===== src/rtl/resp_misr.sv =====
// rtl/resp_misr.sv - 16-bit MISR compactor for 8-bit responses with run/timeout/abort control
module resp_misr #(
  parameter logic [15:0] SEED    = 16'hFFFF,
  parameter logic [15:0] POLY    = 16'h1021,
  parameter int unsigned TIMEOUT = 255
) (
  input  logic        clk,
  input  logic        rst,
  input  logic        start,
  input  logic        abort,
  input  logic [15:0] n_patterns,
  input  logic [15:0] golden,
  input  logic        resp_valid,
  input  logic [7:0]  resp,
  output logic        resp_ready,
  output logic        busy,
  output logic        done,
  output logic        pass,
  output logic        timeout,
  output logic [15:0] signature,
  output logic [15:0] count
);

  typedef enum logic [1:0] {IDLE, RUN, DONE} state_t;

  state_t      state_q, state_nx;
  logic [15:0] sig_q, sig_nx;
  logic [15:0] count_q, count_nx;
  logic [15:0] n_q, n_nx;
  logic [31:0] idle_q, idle_nx;
  logic        to_q, to_nx;

  logic        accept;
  logic [15:0] sig_step;
  logic [15:0] count_inc;
  logic [31:0] idle_inc;

  // Ready comes from state alone so upstream valid can never loop back into it.
  assign resp_ready = (state_q == RUN);
  assign accept     = resp_valid && resp_ready;

  // One MISR shift: Galois feedback on the MSB, response folded into the low byte.
  assign sig_step  = {sig_q[14:0], 1'b0} ^ (sig_q[15] ? POLY : 16'h0000) ^ {8'h00, resp};
  assign count_inc = (count_q == 16'hFFFF) ? count_q : count_q + 16'd1;
  assign idle_inc  = idle_q + 32'd1;

  // Next-state and datapath decode; abort beats a coincident acceptance.
  always_comb begin
    state_nx = state_q;
    sig_nx   = sig_q;
    count_nx = count_q;
    n_nx     = n_q;
    idle_nx  = idle_q;
    to_nx    = to_q;
    case (state_q)
      IDLE, DONE: begin
        if (state_q == DONE && abort) begin
          state_nx = IDLE;
        end else if (start) begin
          sig_nx   = SEED;
          count_nx = 16'd0;
          idle_nx  = 32'd0;
          to_nx    = 1'b0;
          n_nx     = n_patterns;
          state_nx = (n_patterns == 16'd0) ? DONE : RUN;
        end
      end
      RUN: begin
        if (abort) begin
          state_nx = IDLE;
        end else if (accept) begin
          sig_nx   = sig_step;
          count_nx = count_inc;
          idle_nx  = 32'd0;
          if (count_inc == n_q) begin
            state_nx = DONE;
          end
        end else if (idle_inc >= TIMEOUT) begin
          state_nx = DONE;
          to_nx    = 1'b1;
        end else begin
          idle_nx = idle_inc;
        end
      end
      default: state_nx = IDLE;
    endcase
  end

  // State and datapath registers; reset overrides every other request.
  always_ff @(posedge clk) begin
    if (rst) begin
      state_q <= IDLE;
      sig_q   <= SEED;
      count_q <= 16'd0;
      n_q     <= 16'd0;
      idle_q  <= 32'd0;
      to_q    <= 1'b0;
    end else begin
      state_q <= state_nx;
      sig_q   <= sig_nx;
      count_q <= count_nx;
      n_q     <= n_nx;
      idle_q  <= idle_nx;
      to_q    <= to_nx;
    end
  end

  assign busy      = (state_q == RUN);
  assign done      = (state_q == DONE);
  assign pass      = done && (sig_q == golden);
  assign timeout   = to_q;
  assign signature = sig_q;
  assign count     = count_q;

endmodule


===== config.mk =====
export PLATFORM = sky130hd
export DESIGN_NAME = resp_misr
export DESIGN_NICKNAME = d
export VERILOG_FILES = /design/src/rtl/resp_misr.sv
export SDC_FILE = /design/constraint.sdc
export NUM_CORES = 1
export LEC_CHECK = 0
export ABC_AREA = 1
export BUFFER_PORTS_ARGS = -buffer_cell sky130_fd_sc_hd__buf_2
export CORE_ASPECT_RATIO = 0.9
export CORE_UTILIZATION = 40
export CTS_BUF_LIST = sky130_fd_sc_hd__clkbuf_16
export CTS_CLUSTER_DIAMETER = 50
export DETAILED_ROUTE_END_ITERATION = 10
export GPL_TIMING_DRIVEN = 0
export PLACE_DENSITY = 0.62
export SKIP_LAST_GASP = 1
export SLEW_MARGIN = 30
export SYNTH_ARGS = -nofsm -noshare
export SYNTH_HDL_FRONTEND = slang
export SYNTH_SLANG_ARGS = --single-unit

===== constraint.sdc =====
create_clock -name clk -period 4.6 [get_ports clk]
set_input_delay 0.46 -clock clk [delete_from_list [all_inputs] [get_ports clk]]
set_output_delay 0.46 -clock clk [all_outputs]
set_load 0.01 [all_outputs]

# Yosys cells after proc, flatten, opt, wreduce, memory -nomap -nowiden
# Cells that the tools add are included.
dict set report classes {
  add_sub_neg 2
  magnitude_cmp 1
  eq_ne 15
  n_mux 32
  bitwise_logic 3
  reduce_logical 12
}
# operator n
set ops {}
lappend ops {{$mux W32} 5}
lappend ops {{$mux W16} 9}
lappend ops {{$pmux W16 S2} 2}
lappend ops {{$pmux W32 S2} 1}
lappend ops {{$add A32 B1 Y32 const B} 1}
lappend ops {{$eq A16 B16 Y1} 2}
lappend ops {{$ge A32 B8 Y1 const B} 1}
lappend ops {{$add A16 B1 Y16 const B} 1}
lappend ops {{$eq A16 B16 Y1 const B} 1}
lappend ops {{$logic_not A16 Y1} 1}
lappend ops {{$xor A16 B13 Y16} 1}
lappend ops {{$xor A16 B8 Y16} 1}
lappend ops {{$mux W2} 7}
lappend ops {{$mux W13} 1}
lappend ops {{$reduce_and A5 Y1} 2}
lappend ops {{$ne A2 B2 Y1 const B} 4}
lappend ops {{$ne A3 B3 Y1 const B} 2}
lappend ops {{$reduce_and A3 Y1} 2}
lappend ops {{$reduce_and A6 Y1} 1}
lappend ops {{$mux W1} 5}
lappend ops {{$ne A2 B1 Y1 const B} 2}
lappend ops {{$ne A4 B2 Y1 const B} 1}
lappend ops {{$ne A4 B3 Y1 const B} 1}
lappend ops {{$pmux W2 S2} 1}
lappend ops {{other kinds (8)} 10}
dict set report word_totals {
  regBits 83
  input_bits 45
  out_inout_bits 37
  wordCells 71
}

# Depth between registers and ports, before layout
dict set report depth {
  word_depth 7
  ltp_mapped 19
  mapped_depth_nobuf 19
}

# Worst setup path after synthesis
# Ideal clock, no wire load.
dict set report synth_timing {
  path_kind {register to register}
  startpoint {register count_q[0], in the netlist count[0]}
  endpoint {register state_q[1]}
  setup_ps 64
  t_arrival_ps 2124
  t_required_ps 4536
  setup_slack_ps 2412
  stages_incl_launch_ff 19
  path_buffers 1
  period_less_slack_ps 2188
  path_cell_list {dfxtp_1 ha_1 inv_1 nor2_2 nand2_1 inv_1 nand2_2 buf_6 nand3_1 nand2_1 nor2_1 nand2_1 nor2_1 nand3_1 nand3_1 nand3_1 nand2_1 inv_1 nor2_1}
}
dict set report synth_between {
  elab_chain_cells 5
  word_cells_on_any_way 6
  classes_between {add/sub (1); eq/ne (3); mux (1); reduce/logical (1)}
}
# item line
set synth_lines {}
lappend synth_lines {{from (decl)} 28} ;# logic [15:0] count_q, count_nx;
lappend synth_lines {{from (signal assigned)} 101} ;# count_q <= count_nx;
lappend synth_lines {{$add A16 B1 Y16 / $eq A16 B16 Y1 (equally long branches)} 44} ;# assign count_inc = (count_q == 16'hFFFF) ? count_q : count_q + 16'd1;
lappend synth_lines {{$mux W16 (*)} 44}
lappend synth_lines {{$eq A16 B16 Y1 (*)} 75} ;# if (count_inc == n_q) begin
lappend synth_lines {{$ne A4 B3 Y1 (no line) (*)} --}
lappend synth_lines {{$reduce_and A3 Y1 (no line) (*)} --}
lappend synth_lines {{to (signal assigned)} 99} ;# state_q <= state_nx;
lappend synth_lines {{to (decl)} 26} ;# state_t state_q, state_nx;
# Mark *: on every way between the ends. The rest lies on a longest branch, timed or not.
# A chain may end at the register's enable or synchronous reset.

# Worst setup path after layout
# Ends and elaborated chain as after synthesis.

==> impl_metrics.env <==
export IMPL_clk_pin_slew_ns=0.06
export IMPL_ir_drop_uv=171
export IMPL_dr_total_vias=5358
export IMPL_synth_async_sr_flop_share_pct=0
export IMPL_synth_edf_count=0
export IMPL_initial_utilization_pct=41.5
export IMPL_grt_setup_unrepaired="no"
export IMPL_synth_seq_cells=83
export IMPL_netlist_area_mm2=0.00507
export IMPL_core_area_mm2=0.0122
export IMPL_postLayoutCellArea_mm2=0.00598
export IMPL_die_height_um=109
export IMPL_postPlaceCellArea_mm2=0.00567
export IMPL_fmax_mhz=363
export IMPL_cts_resized=0
export IMPL_cts_root_buf="clkbuf_16"
export IMPL_synth_nets=866
export IMPL_rows=38
export IMPL_grt_pass1_wl_mm=23.4
export IMPL_yosysTopAreaCell="dfxtp_1"
export IMPL_fill_cells=1290
export IMPL_start_kind="register"
export IMPL_final_setup_tns_ns=0
export IMPL_dr_first_iter_drc_count=451
export IMPL_end_kind="register"
export IMPL_drive_above_1_share_pct=14.2
export IMPL_antenna_found_initial=0
export IMPL_slew_viol_final=0
export IMPL_required_ns=4.89
export IMPL_critPathKind="register to register"
export IMPL_fin_crit_ns=2.75
export IMPL_p_per_area_mw_per_mm2=307
export IMPL_layout_nets=957
export IMPL_clock_skew_ns=0.00513
export IMPL_ys_flop_type="dfxtp_1"
export IMPL_synth_cells=818
export IMPL_cp_arrival_ns=3.04
export IMPL_timing_worst_slew_pin_value_ns=0.605
export IMPL_setup_viol_count_final=0
export IMPL_final_core_util_pct=49.0
export IMPL_synth_area_leaders="dfxtp_1 (33%), nand2_1 (19%), nor2_1 (6.7%), nand3_1 (6.5%), inv_1 (6.4%)"
export IMPL_drt_wl_total_mm=14.5
export IMPL_dieArea_mm2=0.0131
export IMPL_status="finished, final reports clean"
export IMPL_drtPass1Iterations=4
export IMPL_io_pin_count=82
export IMPL_grt_pass1_vias=4669
export IMPL_synth_top_cell_area_share_pct=32.8
export IMPL_postCtsSetupBuffers=0
export IMPL_dp_hpwl_mm=11.3
export IMPL_grt_max_degree=14
export IMPL_ant_nets=0
export IMPL_cts_buffers=9
export IMPL_drc=0
export IMPL_relSlewSlack_pct=59.5
export IMPL_cap_violations=0
export IMPL_dieWidth_um=121
export IMPL_power_leakage_nw=2.54
export IMPL_hold_path_class="input pin to register"
export IMPL_gp_congestion=0.899
export IMPL_synth_cell_type_count=36
export IMPL_portBuffers=80
export IMPL_area_growth_pct=18.0
export IMPL_yosysSeqAreaShare_pct=32.8
export IMPL_cts_sinks=83
export IMPL_via_per_inst=4.99
export IMPL_yosysWarnings=0
export IMPL_grt_overflow=0
export IMPL_cts_tree="yes"
export IMPL_wl_per_cell_um=13.5
export IMPL_crit_fanout=10
export IMPL_diodes=0
export IMPL_clk_path_buf_depth=2
export IMPL_cts_htree_levels=3
export IMPL_period_share_pct=59.8
export IMPL_grt_usage_pct=22.9
export IMPL_clk_insertion_delay_late_ns=0.35
export IMPL_hold_violations=0
export IMPL_syn_avg_cell_area_um2=6.20
export IMPL_hold_buffers=0
==> placed cells by master (no fill, tap or decap), drive strengths merged <==
cell	instances
nand3	70
clkinvlp	2
xor2	17
nor2	105
dfxtp	83
and2	1
o211ai	7
or2	3
nor3	24
a21oi	46
o21ai	47
nand4	8
nand2	264
clkinv	1
clkbuf	26
inv	91
nor3b	1
ha	3
a221oi	3
a22o	3
o22ai	5
nand3b	4
xnor2	3
buf	87
bufinv	2
nor4	6
o21bai	2
==> per-layer routing <==
metal	vias up	wire length (µm)	global-route usage [%]
met5	-	0	0
met4	0	129	6.00
met3	13	888	4.71
met2	153	5820	32.4
met1	2372	7630	34.5
li1	2820	-	-
==> where the power goes <==
part	total [mW]	switching [mW]	internal (mW)
registers	0.787	0.0317	0.756
logic	0.274	0.172	0.102
clock network	0.773	0.304	0.470
total	1.83	0.508	1.33
==> kinds of logic (layout without fill, tap and decap cells) <==
| group | Yosys count | after routing | synth area share (%) |
|---|---|---|---|
| adders and majority gates | 3 | 3 | 0.740 |
| AOI/OAI and AO/OA | 113 | 113 | 12.4 |
| xor gates and xnor gates | 20 | 20 | 3.45 |
| DFF | 83 | 83 | 32.8 |
| and+or+nand+nor | 486 | 486 | 41.7 |
| buffers and inverters | 113 | 209 | 8.98 |
==> sequential cells by signal, indices dropped and copies added, names as in the netlist <==
| register | flops |
|---|---|
| signature | 16 |
| idle_q | 32 |
| state_q | 2 |
| count | 16 |
| n_q | 16 |
| timeout | 1 |
==> critical path, cell delays in order (launching register included) <==
cell	delay (ns)
dfxtp_1	0.52
ha_1	0.33
inv_1	0.08
nor2_2	0.17
nand2_1	0.13
inv_1	0.15
nand2_2	0.16
buf_6	0.19
nand3_1	0.08
nand2_1	0.05
nor2_1	0.10
nand2_1	0.06
nor2_1	0.14
nand3_1	0.12
nand3_1	0.14
nand3_1	0.09
nand2_1	0.06
inv_1	0.04
nor2_1	0.08
==> final cells by class <==
type | count | area [µm²] | share of cell area [%]
multi-input cells | 622 | 2950 | 49.4
flip-flops and latches | 83 | 1660 | 27.8
repair buffers | 80 | 400 | 6.69
inverters | 89 | 334 | 5.58
clock buffers | 9 | 225 | 3.76
well taps | 160 | 200 | 3.35
plain buffers | 24 | 121 | 2.03
clock inverters | 7 | 86.3 | 1.44
==> path summary, 6_finish.rpt <==
check	startpoint	cells past startpoint	slack [ns]	end
worst max-delay path	count[0]$_SDFFE_PP0P_	18	1.85	state_q[1]$_SDFFE_PP0P_
worst min-delay path	n_patterns[10]	3	0.37	n_q[10]$_SDFFE_PP0P_
worst max register to register	count[0]$_SDFFE_PP0P_	18	1.85	state_q[1]$_SDFFE_PP0P_
worst min register to register	n_q[4]$_SDFFE_PP0P_	2	0.47	n_q[4]$_SDFFE_PP0P_
==> metrics by stage <==
step | cells | total power, mW | worst slack [ns] | hold slack [ns]
after floorplan | 818 | 0.978 | 2.41 | 0.439
after global placement | 1058 | 1.08 | 1.84 | 0.455
after detailed placement | 1058 | 1.08 | 1.88 | 0.458
after CTS | 1074 | 1.85 | 1.86 | 0.368
after global routing | 1074 | 1.92 | 1.57 | 0.401
final | 1074 | 1.83 | 1.85 | 0.374
==> Yosys cell counts (all sizes together), types with 4 or more instances <==
cell type,instances
o211ai,7
a21oi,46
nand2,264
nor3,24
clkbuf,17
dfxtp,83
xor2,17
nand4,8
inv,88
nor4,6
o22ai,5
nor2,105
o21ai,47
nand3,70
buf,7
nand3b,4
Power figures use the tool's default switching activity.
